## src/rtl/lbist_ctrl.sv

```systemverilog
// lbist_ctrl: logic-BIST sequencer for TPG, MISR and core scan control; `define LBIST_ABORT_EN adds the lbist_abort input.
module lbist_ctrl #(
  parameter int N_PATTERNS = 1024,
  parameter int CHAIN_LEN = 200,
  parameter int SIG_W = 32,
  parameter logic [SIG_W-1:0] GOLDEN_SIG = '0
) (
  input  logic clk,
  input  logic rst_n,
  input  logic lbist_start,
`ifdef LBIST_ABORT_EN
  input  logic lbist_abort,
`endif
  input  logic [SIG_W-1:0] misr_sig,
  output logic tpg_en,
  output logic tpg_rst_n,
  output logic misr_en,
  output logic scan_en,
  output logic test_mode,
  output logic lbist_done,
  output logic lbist_pass
);
  localparam int SW = $clog2(CHAIN_LEN + 1);
  localparam int PW = $clog2(N_PATTERNS + 1);
  localparam logic [SW-1:0] SHIFT_LAST = SW'(CHAIN_LEN - 1);
  localparam logic [PW-1:0] PAT_LAST = PW'(N_PATTERNS);
  typedef enum logic [2:0] {IDLE, INIT, SHIFT, CAPTURE, UNLOAD, COMPARE, DONE} state_t;
  state_t state_q, state_d;
  logic [SW-1:0] shift_cnt, shift_d;
  logic [PW-1:0] pat_cnt, pat_d;
  logic abort_hit, last, pass_d;
  assign last = shift_cnt == SHIFT_LAST;
  always_comb begin
    state_d = state_q;
    shift_d = shift_cnt;
    pat_d = pat_cnt;
    abort_hit = 1'b0;
    case (state_q)
      IDLE: state_d = lbist_start ? INIT : IDLE;
      INIT: begin
        shift_d = '0;
        pat_d = '0;
        state_d = SHIFT;
      end
      SHIFT, UNLOAD: begin
        shift_d = last ? '0 : shift_cnt + 1'b1;
        state_d = !last ? state_q : (state_q == SHIFT) ? CAPTURE : COMPARE;
      end
      CAPTURE: begin
        pat_d = pat_cnt + 1'b1;
        state_d = (pat_d == PAT_LAST) ? UNLOAD : SHIFT;
      end
      COMPARE: state_d = DONE;
      DONE: state_d = lbist_start ? DONE : IDLE;
      default: state_d = IDLE;
    endcase
`ifdef LBIST_ABORT_EN
    abort_hit = lbist_abort && state_q != IDLE && state_q != DONE;
    if (abort_hit) state_d = DONE;
`endif
  end
  // pass is captured on the COMPARE->DONE edge and held for as long as DONE lasts
  assign pass_d = state_d == DONE && !abort_hit &&
                  ((state_q == COMPARE) ? (misr_sig == GOLDEN_SIG) : (state_q == DONE) && lbist_pass);
  always_ff @(posedge clk or negedge rst_n) begin
    if (!rst_n) begin
      state_q <= IDLE;
      shift_cnt <= '0;
      pat_cnt <= '0;
      tpg_en <= 1'b0;
      tpg_rst_n <= 1'b1;
      misr_en <= 1'b0;
      scan_en <= 1'b0;
      test_mode <= 1'b0;
      lbist_done <= 1'b0;
      lbist_pass <= 1'b0;
    end else begin
      state_q <= state_d;
      shift_cnt <= shift_d;
      pat_cnt <= pat_d;
      tpg_en <= state_d == SHIFT;
      tpg_rst_n <= state_d != INIT;
      misr_en <= (state_d == SHIFT && pat_d != '0) || state_d == CAPTURE || state_d == UNLOAD;
      scan_en <= state_d == SHIFT || state_d == UNLOAD;
      test_mode <= state_d inside {INIT, SHIFT, CAPTURE, UNLOAD, COMPARE};
      lbist_done <= state_d == DONE;
      lbist_pass <= pass_d;
    end
  end
endmodule

```

## config.mk

```make
export PLATFORM = sky130hd
export DESIGN_NAME = lbist_ctrl
export DESIGN_NICKNAME = d
export VERILOG_FILES = /design/src/rtl/lbist_ctrl.sv
export SDC_FILE = /design/constraint.sdc
export NUM_CORES = 1
export LEC_CHECK = 0
export ABC_CLOCK_PERIOD_IN_PS = 2580
export BUFFER_PORTS_ARGS = -buffer_cell sky130_fd_sc_hd__buf_2
export CAP_MARGIN = 20
export CORE_MARGIN = 4
export CORE_UTILIZATION = 40
export CTS_CLUSTER_DIAMETER = 40
export DETAILED_ROUTE_END_ITERATION = 8
export PLACE_DENSITY = 0.61
export SLEW_MARGIN = 40
export SYNTH_ARGS = -nofsm -noshare
export SYNTH_HDL_FRONTEND = slang
export SYNTH_SLANG_ARGS = --single-unit
```

## constraint.sdc

```tcl
create_clock -name clk -period 2.58 [get_ports clk]
set_clock_uncertainty 0.1 [all_clocks]
set_input_delay 0.258 -clock clk [delete_from_list [all_inputs] [get_ports clk]]
set_output_delay 0.258 -clock clk [all_outputs]
set_load 0.05 [all_outputs]
```

## After elaboration in Yosys (flattened, before gate mapping)

Index checks and enable logic that the tools add are counted.

- Mux-type cells: 10
- Reductions and logical operators: 12
- Add/subtract/negate cells: 2
- Eq/ne operators: 15

Operator list:

| operator | number |
|---|---|
| $logic_not A32 Y1 | 1 |
| $pmux W11 S2 | 1 |
| $eq A3 B3 Y1 const B | 6 |
| $pmux W3 S6 | 1 |
| $pmux W8 S2 | 1 |
| $eq A3 B2 Y1 const B | 4 |
| $mux W3 | 4 |
| $add A11 B1 Y11 const B | 1 |
| $eq A11 B11 Y1 const B | 1 |
| $reduce_bool A11 Y1 | 1 |
| $add A8 B1 Y8 const B | 1 |
| $eq A8 B8 Y1 const B | 1 |
| $mux W8 | 1 |
| $eq A3 B1 Y1 const B | 2 |
| $reduce_bool A5 Y1 | 1 |
| $logic_and A1 B1 Y1 | 3 |
| $logic_not A3 Y1 | 1 |
| $logic_or A1 B1 Y1 | 3 |
| $ne A3 B1 Y1 const B | 1 |
| $mux W1 | 2 |
| $reduce_bool A2 Y1 | 1 |
| $reduce_or A2 Y1 | 1 |

- Bits in registers: 29
- Input bits: 35
- Logic and storage cells: 49
- Output and inout bits: 7

## Logic depth before layout (Yosys ltp)

Gate-level depths: netlist of run 1.

- Word-level depth: 8
- Mapped depth: 9
- Mapped depth without buffers: 8

## Worst setup path after synthesis of run 1

OpenSTA, ideal clock, no wires.

- Kind: reg-to-reg
- Start point: register pat_cnt[0]
- End point: register misr_en
- Data arrival time: 1.928 ns
- Stages on the path, launching flop included: 9
- Path slack: 0.419 ns
- Buffers on the path: 0
- Library setup time: 0.133 ns
- Data required time: 2.347 ns
- Period minus slack after synthesis: 2.161 ns
- Path through: dfrtp_1 -> ha_1 -> nand2b_1 -> mux2_1 -> o22a_1 -> a211oi_1 -> o2111ai_1 -> o41ai_2 -> nand3_1

- Cells in the longest elaborated chain, start to end: 8
- Elaborated cells on any way between the ends: 12
- Classes of those cells: 1 x add/sub; 4 x eq/ne; 3 x mux; 4 x reduce/logical

Ends and longest elaborated chain:

| item | RTL line | source |
|---|---|---|
| start: declaration | 30 | `logic [PW-1:0] pat_cnt, pat_d;` |
| start signal: assignment | 80 | `pat_cnt <= pat_d;` |
| $add A11 B1 Y11 | 50 | `pat_d = pat_cnt + 1'b1;` |
| $eq A11 B11 Y1 | 51 | `state_d = (pat_d == PAT_LAST) ? UNLOAD : SHIFT;` |
| $mux W3 | 51 |  |
| $pmux W3 S6 | 38 | `case (state_q)` |
| $eq A3 B2 Y1 | 83 | `misr_en <= (state_d == SHIFT && pat_d != '0) \|\| state_d == CAPTURE \|\| state_d == UNLOAD;` |
| $logic_and A1 B1 Y1 | 83 |  |
| $logic_or A1 B1 Y1 | 83 |  |
| $logic_or A1 B1 Y1 (*) | 83 |  |
| end signal: assignment | 72 | `misr_en <= 1'b0;` |
| end signal: assignment | 83 |  |
| end: declaration | 17 | `output logic misr_en,` |

Every way passes the cells marked *; elsewhere a longest branch is shown, timed or not.
A chain may end at the register's enable or synchronous reset.

## Final worst setup path of run 1

Ends and elaborated chain as after synthesis.

==> summary.txt, run 1 <==
Finish
  • Fin area: roughly 2200 um2
  • Layout Area Growth over Synthesis: 16.5%
  • Nets: just over 300
  • Register area: a little over 700 um2
  • Layout cells sized above 1: between 20% and 30%
  • Multi-input combinational cell area: 1070 um2
  • Number of fill cells: between 400 and 500
  • Antenna cells: 0
  • Final cell count without fillers: 320

Clock tree
  • Number of buffers created by CTS: 5
  • Post-CTS Setup Bufs: 0
  • Worst-Skew Late Latency: 290 ps
  • Clk slew on worst S/H paths: approximately 70 ps
  • Clock Tree Root: clkbuf_8
  • CTS tree: yes
  • CTS sink count: 29
  • H-tree depth: 2
  • CTS max path bufs: 2
  • PostCTS Resize Cnt: 0

Critical path
  • CP peak stage delay: between 400 and 500 ps
  • CP Capture Type: flop
  • Critical path buffer and inverter count: 0
  • Maximum fanout along the worst path: 10
  • Worst endpoint required time: approximately 2600 ps
  • Crit-path cells: ha_1, nand2b_1, mux2_1, o22a_1, a211oi_1, o2111ai_1, o41ai_2, nand3_1
  • Critical path data arrival time: 2390 ps
  • CP top delay family: compound AO/OA/AOI/OAI gates
  • Critical Path Start Type: flop
  • Setup Crit Path Kind: flop to flop
  • Critical-path top delay cell: dfrtp_1

Power and ir drop
  • Clock power frac: between 30% and 40%
  • Sequential power share: approximately half
  • Combinational Power Share: 15.8%
  • Worst IR Drop VDD: 0.000481 V
  • Pint: roughly 0.79 mW
  • Sw frac: 30.0%
  • Leak pwr: 0.948 nW
  • Power consumption: roughly 1.1 mW
  • P_sw: 0.337 mW
  • Power per standard cell area: a little over 500 nW/um2

GRT
  • Initial antenna violation count: 0
  • Gr usage total: ~16%
  • Vias in the first global route: 1696
  • Largest net degree at the start of global routing: 30
  • First-pass GRT wire length: 7840 um
  • Congestion Overflow GR: 0

Logic synthesis
  • Share of the synthesized area in the top cell type: 36.7%
  • Synthesized flop and latch total: 29
  • Yosys cell types: 51
  • Syn avg cell area: about 8.3 um2
  • Number of flops mapped to enable cells by yosys: 0
  • Syn Inst Count: around 230
  • Synth Cell Area: about 1900 um2
  • Synth area leaders: dfrtp_1 (37%), nand2_1 (6.5%), a21oi_1 (3.9%)
  • FFs w/ async S/R, synth: 100%
  • YS warnings: 0
  • Synth Flop Type: dfrtp_1
  • Syn Nets: about 270
  • Most common cell in the netlist: nand2_1
  • Most frequent cells after synthesis: nand2_1 (33), dfrtp_1 (28), a21oi_1 (15)
  • Share of the yosys chip area belonging to registers: 38.0%
  • Synth area leader: dfrtp_1

Hold path
  • Hold WC Path Type: input pin to flop

STA
  • Final hold violation count: 0
  • Slew Limit Headroom: between 50 and 60%
  • # setup viols final: 0
  • RSZ-0062 raised after global routing: false
  • Setup WS post-layout: 247 ps
  • Worst slew pin tran: around 670 ps
  • Tcrit/Tclk final: between 90% and 100%
  • Max Fclk: 429 MHz
  • Max-slew violation count: 0
  • Setup TNS: 0 ps
  • Period minus WS final: ~2300 ps

Place
  • Routability cong.: a little over 0.8
  • DP HPWL: ~3200 um
  • Dpl ws: 264 ps
  • Placed cell count: 311
  • Placed Area: 2130 um2
  • I/O Buffers: 41

Detailed routing
  • Number of vias per cell: ~5.6
  • Drt total wl: 4500 um
  • DRC violations left: 0
  • Drt wl/cell: between 10 and 15 um
  • TritonRoute pass-1 iters: 4
  • Via count: 1777
  • Antenna viol nets, final: 0
  • Initial DRC count: 84

Floorplanning
  • Chip width: around 77 um
  • Core Area: between 4000 and 5000 um2
  • Row cnt: 24
  • Die area: around 5900 um2
  • Starting density of the core: approximately 43%
  • Die Ht: 77.1 um
  • # IOs: 42

Outcome
  • Run status: completed

Run
  • Max-cap violations: 0
==> worst register-to-register path: stages (launching register included) <==
cell	delay, ps
dfrtp_1	480
ha_1	300
nand2b_1	160
mux2_1	300
o22a_1	170
a211oi_1	210
o2111ai_1	150
o41ai_2	220
nand3_1	100
==> flip-flops by register name (all words and copies together), names as in the netlist <==
signal and count:
lbist_done 1, lbist_pass 1, misr_en 1, pat_cnt 11
scan_en 1, shift_cnt 8, state_q 3, test_mode 1
tpg_en 1, tpg_rst_n 1
==> cells by family (layout without fill, tap and decap cells) <==
family	count (synthesis)	in the layout	share of synthesized area [%]
AOI/OAI and AO/OA	63	63	20.9
xor gates and xnor gates	4	4	1.83
adders and majority gates	3	3	1.96
buffers and inverters	21	60	5.83
DFF	29	29	38.0
muxes	7	7	3.80
and+or+nand+nor	102	102	27.6
==> cells in the final DEF, fill, tap and decap left out, types with 8 or more instances in the layout <==
cell,count
dfrtp_1,28
nor2b_1,10
nor2_1,13
o21ai_0,12
buf_2,41
nand3_1,12
a21oi_1,15
nand2_1,33
nor3_1,8
o21ai_1,10
==> path summary, 6_finish.rpt <==
check                                  start            to  cells after the start  slack, ps
worst max-delay path              pat_cnt[0]       misr_en                      8        250
worst min-delay path             lbist_start     tpg_rst_n                      2        110
worst max register to register    pat_cnt[0]       misr_en                      8        250
worst min register to register  shift_cnt[7]  shift_cnt[7]                      1        400
max in group asynchronous              rst_n    pat_cnt[7]                      2       1500
min in group asynchronous              rst_n    pat_cnt[5]                      2        440
==> per-layer routing <==
layer  global-route usage, %  vias up  wire (um)
met2                    26.2       43       2110
met5                       0        -          0
met4                    5.34        0         56
met3                    4.22        6        219
li1                        -      911          -
met1                    21.1      817       2120
==> power groups by stage <==
stage               Sequential (mW)  Clock (mW)  Combinational, mW
global route                  0.588       0.404              0.209
floorplan                     0.556           0              0.143
finish                        0.578       0.368              0.177
CTS                           0.578       0.385              0.179
detailed placement            0.586           0              0.177
global placement              0.586           0              0.172
==> final cells by class <==
cell class / count / share of cell area [%]
multi-input combinational: 179 / 48.2
sequential: 29 / 32.7
timing repair buffer: 49 / 12.0
clock buffer: 6 / 3.26
tap: 52 / 2.92
inverter: 3 / 0.506
clock inverter: 2 / 0.450
==> per-stage QoR <==
stage / hold WS [ps] / util [%]
3_5_place_dp: 233 / 47.7
2_1_floorplan: -138 / -
4_1_cts: 104 / 49.7
3_3_place_gp: 227 / 47.7
6_report: 114 / 49.7
5_1_grt: 122 / 49.7
==> timing repair <==
action                                 CTS  global route
setup endpoints to repair                0             0
endpoints found under the hold margin   28             0
hold buffers                             1             0
Note: power is estimated with default switching activity, not from simulation.
==> run 2: changes to the inputs <==
--- a/config.mk
+++ b/config.mk
@@ -5,14 +5,17 @@
 export SDC_FILE = /design/constraint.sdc
 export NUM_CORES = 1
 export LEC_CHECK = 0
+export ABC_AREA = 1
 export ABC_CLOCK_PERIOD_IN_PS = 2580
 export BUFFER_PORTS_ARGS = -buffer_cell sky130_fd_sc_hd__buf_2
 export CAP_MARGIN = 20
+export CELL_PAD_IN_SITES_DETAIL_PLACEMENT = 0
+export CELL_PAD_IN_SITES_GLOBAL_PLACEMENT = 1
 export CORE_MARGIN = 4
-export CORE_UTILIZATION = 40
+export CORE_UTILIZATION = 37
 export CTS_CLUSTER_DIAMETER = 40
 export DETAILED_ROUTE_END_ITERATION = 8
-export PLACE_DENSITY = 0.61
+export PLACE_DENSITY = 0.77
 export SLEW_MARGIN = 40
 export SYNTH_ARGS = -nofsm -noshare
 export SYNTH_HDL_FRONTEND = slang
==> summary.txt, run 2 <==
Clock tree
  • Worst-Skew Late Latency: 280 ps
  • H-tree depth: 2
  • PostCTS Resize Cnt: 0
  • Post-CTS Setup Bufs: 0
  • Number of buffers created by CTS: 5
  • Clk slew on worst S/H paths: 70 ps
  • CTS tree: yes
  • CTS sink count: 29
  • CTS max path bufs: 2
  • CTS Hold Bufs: 1
  • Clock Tree Root: clkbuf_8

STA
  • Max-slew violation count: 0
  • Period minus WS final: ~2000 ps
  • Setup WS post-layout: approximately 600 ps
  • Hold Worst Slack: around 170 ps
  • Final hold violation count: 0
  • Tcrit/Tclk final: 77.0%
  • Worst slew pin tran: around 660 ps
  • # setup viols final: 0
  • Max Fclk: roughly 500 MHz
  • RSZ-0062 raised after global routing: false
  • Slew Limit Headroom: a little under three fifths
  • Setup TNS: 0 ps

Run
  • Max-cap violations: 0

Finish
  • Max FFs per register: 11
  • Multi-input combinational cell area: 832 um2
  • Most frequent cells in the layout: nand2_1 (59), buf_2 (41), inv_1 (32), dfrtp_1 (28), nor2_1 (22)
  • Layout Area Growth over Synthesis: 21.6%
  • Largest registers: pat_cnt: 11 flops, shift_cnt: 8 flops, state_q: 3 flops
  • Antenna cells: 0
  • Largest register by flop count: pat_cnt
  • Nets: roughly 320
  • Number of fill cells: between 400 and 500
  • Final cell count without fillers: between 300 and 400
  • Commonest non-fill, non-tap cell in the layout: nand2_1
  • Layout cells sized above 1: 24.7%
  • Register area: just over 700 um2

Detailed routing
  • DRC violations left: 0
  • Drt wl/cell: 12.2 um
  • Via count: 1617
  • Number of vias per cell: 4.89
  • Drt total wl: between 4000 and 5000 um
  • Antenna viol nets, final: 0
  • Initial DRC count: 59
  • TritonRoute pass-1 iters: 4

GRT
  • Largest net degree at the start of global routing: 30
  • Gr usage total: 16.4%
  • Congestion Overflow GR: 0
  • First-pass GRT wire length: between 7000 and 8000 um
  • Vias in the first global route: ~1600
  • Initial antenna violation count: 0

Critical path
  • CP Capture Type: flop
  • Setup Crit Path Kind: flop to flop
  • Maximum fanout along the worst path: 6
  • Critical path data arrival time: 2100 ps
  • Critical-path top delay cell: dfrtp_1
  • Crit-path cells: ha_1, nand3_2, nor2_4, nand3_1, nand2_1, nand2_1, nor2_2, nand2_1, nand2_2, nand3_1, nor2_1, nor2_1, nand2_1
  • Crit path top cell by count: nand2_1
  • Worst endpoint required time: between 2000 and 3000 ps
  • CP peak stage delay: between 400 and 500 ps
  • Critical Path Start Type: flop

Logic synthesis
  • FFs w/ async S/R, synth: 100%
  • Syn Nets: about 270
  • Yosys cell types: 24
  • Syn Inst Count: 229
  • Share of the synthesized area in the top cell type: around 41%
  • Share of the yosys chip area belonging to registers: roughly 43%
  • Most frequent cells after synthesis: nand2_1 (59), inv_1 (32), dfrtp_1 (28)
  • Synthesized flop and latch total: 29
  • Synth area leader: dfrtp_1
  • Synth area leaders: dfrtp_1 (41%), nand2_1 (13%), inv_1 (7.1%)
  • Number of flops mapped to enable cells by yosys: 0
  • Most common cell in the netlist: nand2_1
  • Synth Cell Area: 1690 um2
  • Syn avg cell area: about 7.4 um2
  • YS warnings: 0
  • Synth Flop Type: dfrtp_1

Place
  • Dpl ws: a little over 600 ps
  • Placed cell count: 322
  • DP HPWL: 3130 um
  • Routability cong.: around 0.77
  • I/O Buffers: between 40 and 50

Floorplanning
  • Core Area: around 4400 um2
  • Chip width: 75.7 um
  • # IOs: 42
  • Row cnt: 24
  • Die Ht: between 70 and 80 um
  • Starting density of the core: ~39%
  • Die area: 5730 um2

Power and ir drop
  • Worst IR Drop VDD: approximately 0.0006 V
  • Power per standard cell area: ~850 nW/um2
  • Leak pwr: 1.01 nW

Hold path
  • Hold WC Path Type: input pin to flop

Outcome
  • Run status: completed
## run 2: changes by cell type after synthesis, moves of 6 or more
cell	before	now
clkbuf_1	8	0
a21oi_1	15	8
nor2b_1	10	0
inv_1	3	32
nand2_1	33	59
o21ai_1	10	4
nor2_1	13	22
## run 2: through the flow
step | total power, mW | util (%) | instance area [um2]
6_report | 1.76 | 47.0 | 2060
5_1_grt | 1.91 | 47.0 | 2060
3_3_place_gp | 1.40 | 44.8 | 1960
4_1_cts | 1.78 | 47.0 | 2060
3_5_place_dp | 1.39 | 44.8 | 1960
2_1_floorplan | 1.20 | - | 1690
## run 2: report_power, final
group	internal, mW	switching, mW
clock network	0.186	0.178
logic	0.215	0.529
registers	0.562	0.0858
## run 2: worst paths after layout
check	to	start	slack [ps]	cells past startpoint
max	misr_en	pat_cnt[0]	590	13
min	tpg_rst_n	lbist_start	170	4
max reg2reg	misr_en	pat_cnt[0]	590	13
min reg2reg	shift_cnt[7]	shift_cnt[7]	450	2
max in group asynchronous	pat_cnt[8]	rst_n	1500	2
min in group asynchronous	shift_cnt[1]	rst_n	450	2
## run 2: cells by family (layout without fill, tap and decap cells)
family / count (synthesis) / after routing / synth area share [%]
simple gates: 131 / 131 / 36.7
buf+inv: 36 / 86 / 7.98
compound gates: 29 / 29 / 9.68
flops: 29 / 29 / 42.9
fa+ha+maj: 3 / 3 / 2.22
xor+xnor: 1 / 1 / 0.517
## run 2: layout make-up
cell class,count,share of cell area (%)
clock inverters,3,0.850
inverters,36,6.56
multi-input cells,164,40.4
repair buffers,42,10.4
well taps,52,3.16
flip-flops and latches,29,35.3
clock buffers,5,3.34
## run 2: critical path: cells and delay by family, from the launching register on
kind,cells,cell delay [ps]
adders and majority gates,1,280
DFF,1,440
and+or+nand+nor,12,1110
## run 2: layer usage
layer  GRT usage (%)  vias to the layer above  routed length (um)
li1                -                      854                   -
met1            21.9                      732                1940
met2            26.1                       29                1920
met3            5.54                        2                 164
met4            3.50                        0                  13
met5               0                        -                   0
==> run 3: changes to the inputs <==
--- a/config.mk
+++ b/config.mk
@@ -6,16 +6,16 @@
 export NUM_CORES = 1
 export LEC_CHECK = 0
 export ABC_AREA = 1
-export ABC_CLOCK_PERIOD_IN_PS = 2580
+export ABC_CLOCK_PERIOD_IN_PS = 1600
 export BUFFER_PORTS_ARGS = -buffer_cell sky130_fd_sc_hd__buf_2
 export CAP_MARGIN = 20
 export CELL_PAD_IN_SITES_DETAIL_PLACEMENT = 0
 export CELL_PAD_IN_SITES_GLOBAL_PLACEMENT = 1
 export CORE_MARGIN = 4
-export CORE_UTILIZATION = 37
+export CORE_UTILIZATION = 34
 export CTS_CLUSTER_DIAMETER = 40
 export DETAILED_ROUTE_END_ITERATION = 8
-export PLACE_DENSITY = 0.77
+export PLACE_DENSITY = 0.74
 export SLEW_MARGIN = 40
 export SYNTH_ARGS = -nofsm -noshare
 export SYNTH_HDL_FRONTEND = slang
==> constraint.sdc (replaced) <==
create_clock -name clk -period 1.6 [get_ports clk]
set_clock_uncertainty 0.1 [all_clocks]
set_input_delay 0.16 -clock clk [delete_from_list [all_inputs] [get_ports clk]]
set_output_delay 0.16 -clock clk [all_outputs]
set_load 0.05 [all_outputs]
==> summary.txt, run 3 (synthesized netlist as in run 2, its figures left out) <==
STA
  • Worst slew pin tran: 369 ps
  • Tcrit/Tclk final: 113%
  • Setup WS post-layout: -216 ps
  • Period minus WS final: between 1500 and 2000 ps
  • Final hold violation count: 0
  • Slew Limit Headroom: between 70% and 80%
  • Max Fclk: 551 MHz
  • RSZ-0062 raised after global routing: true
  • Max-slew violation count: 0
  • # setup viols final: 6

Finish
  • Multi-input combinational cell area: 973 um2
  • Number of fill cells: between 400 and 500
  • Nets: between 300 and 400
  • Largest registers: pat_cnt: 11 flops, shift_cnt: 8 flops, state_q: 3 flops
  • Layout Area Growth over Synthesis: 48.8%
  • Max FFs per register: 11
  • Layout cells sized above 1: 41.3%
  • Antenna cells: 0
  • Most frequent cells in the layout: nand2_1 (51), buf_2 (41), buf_4 (38), inv_1 (31), dfrtp_1 (25)
  • Register area: about 730 um2
  • Commonest non-fill, non-tap cell in the layout: nand2_1
  • Largest register by flop count: pat_cnt
  • Final cell count without fillers: between 300 and 400

Clock tree
  • Clk slew on worst S/H paths: 60 ps
  • H-tree depth: 2
  • Number of buffers created by CTS: 5
  • Worst-Skew Late Latency: 280 ps
  • CTS tree: yes
  • CTS sink count: 29
  • Clock Tree Root: clkbuf_8
  • CTS max path bufs: 2

Critical path
  • Worst endpoint required time: ~1700 ps
  • Crit-path cells: ha_4, nand3_4, nor2_4, nand2_2, nand2_2, nand3_2, nor2_4, nand3_2, nand2_4, inv_1, nor2_1, nor2_1, nand2_1
  • CP peak stage delay: around 390 ps
  • CP Capture Type: flop
  • Reg2Reg Setup Slack: -220 ps
  • Maximum fanout along the worst path: 5
  • Critical-path top delay cell: dfrtp_2
  • Critical Path Start Type: flop
  • Setup Crit Path Kind: flop to flop
  • Critical path data arrival time: a little under 2000 ps

Place
  • Placed cell count: about 370
  • DP HPWL: about 3400 um
  • Dpl ws: -173 ps
  • Routability cong.: between 0.7 and 0.8
  • I/O Buffers: 41

GRT
  • Vias in the first global route: about 1700
  • Gr usage total: 14.6%
  • First-pass GRT wire length: 7280 um
  • Grt met1 use: 18.7%
  • Met3 Resource Use GR: under 10%
  • GRT met2 Usage: between 20% and 30%
  • Global routing's busiest layer: met2
  • Initial antenna violation count: 0
  • Largest net degree at the start of global routing: 18
  • Congestion Overflow GR: 0

Power and ir drop
  • Worst IR Drop VDD: about 0.0011 V
  • Leak pwr: between 1 and 1.5 nW
  • Power per standard cell area: 1360 nW/um2

Outcome
  • Failing checks: setup timing
  • Run status: finished with violations

Floorplanning
  • # IOs: 42
  • Core Area: ~4800 um2
  • Die area: about 6000 um2
  • Die Ht: 78.6 um
  • Chip width: ~79 um
  • Row cnt: 25
  • Starting density of the core: 35.4%

Detailed routing
  • Initial DRC count: 44
  • Drt total wl: between 4000 and 5000 um
  • Via count: 1778
  • Drt wl/cell: between 10 and 15 um
  • DRC violations left: 0
  • TritonRoute pass-1 iters: 4
  • Antenna viol nets, final: 0
  • Number of vias per cell: approximately 4.6

Run
  • Max-cap violations: 0

Hold path
  • Hold WC Path Type: input pin to flop
## run 3: cell types whose count changed in the layout (fill, tap and decap cells not counted), moves of 3 or more
cell	change
nand2_1	-8
nand3_1	-3
nor2_4	+4
nand2_4	+3
dfrtp_2	+3
nand2_2	+5
buf_4	+38
dfrtp_1	-3
nand3_4	+3
## run 3: path summary, 6_finish.rpt
path | from | depth (start not counted) | end
min in group asynchronous | rst_n | 2 | pat_cnt[3]
hold reg to reg | shift_cnt[7] | 2 | shift_cnt[7]
setup / recovery | pat_cnt[0] | 13 | misr_en
hold / removal | lbist_start | 5 | tpg_rst_n
max in group asynchronous | rst_n | 3 | tpg_rst_n
setup reg to reg | pat_cnt[0] | 13 | misr_en
## run 3: per-layer routing
metal / vias up / routed length [um]
met3: 7 / 129
met2: 19 / 2200
met5: - / 0
met1: 824 / 1980
met4: 0 / 49
li1: 928 / -
## run 3: power by group
| part | total [mW] | switching [mW] | internal, mW |
|---|---|---|---|
| clock | 0.594 | 0.254 | 0.340 |
| sequential | 1.04 | 0.128 | 0.914 |
| combinational | 1.80 | 1.06 | 0.740 |
## run 3: cell type report
class / count / area share, %
inverters: 36 / 5.36
multi-input cells: 164 / 38.6
clock buffers: 7 / 3.42
repair buffers: 81 / 20.3
flip-flops and latches: 29 / 29.0
well taps: 67 / 3.33
## run 3: critical path, delay by kind of cell (launching register included)
kind	cells	cell delay [ps]
simple gates	11	1030
flops	1	390
fa+ha+maj	1	170
buf+inv	1	60
## run 3: per-stage QoR
step	hold WS, ps	area (um2)	util [%]	TNS, ps	power (mW)
floorplan	-236	1720	-	-67.6	1.98
global placement	3.67	2280	47.7	-996	2.64
detailed placement	7.17	2280	47.7	-805	2.65
CTS	192	2390	50.0	-651	3.29
global route	221	2520	52.7	-2520	3.73
finish	198	2520	52.7	-723	3.44
## run 3: repair_timing
item | 4_1_cts | 5_1_grt
hold endpoints to repair | 15 | 0
pin swaps | 0 | 9
gates cloned | 0 | 0
endpoints found under the setup margin | 12 | 15
setup buffers | 0 | 3
hold buffers | 1 | 0
gates resized for setup | 5 | 27
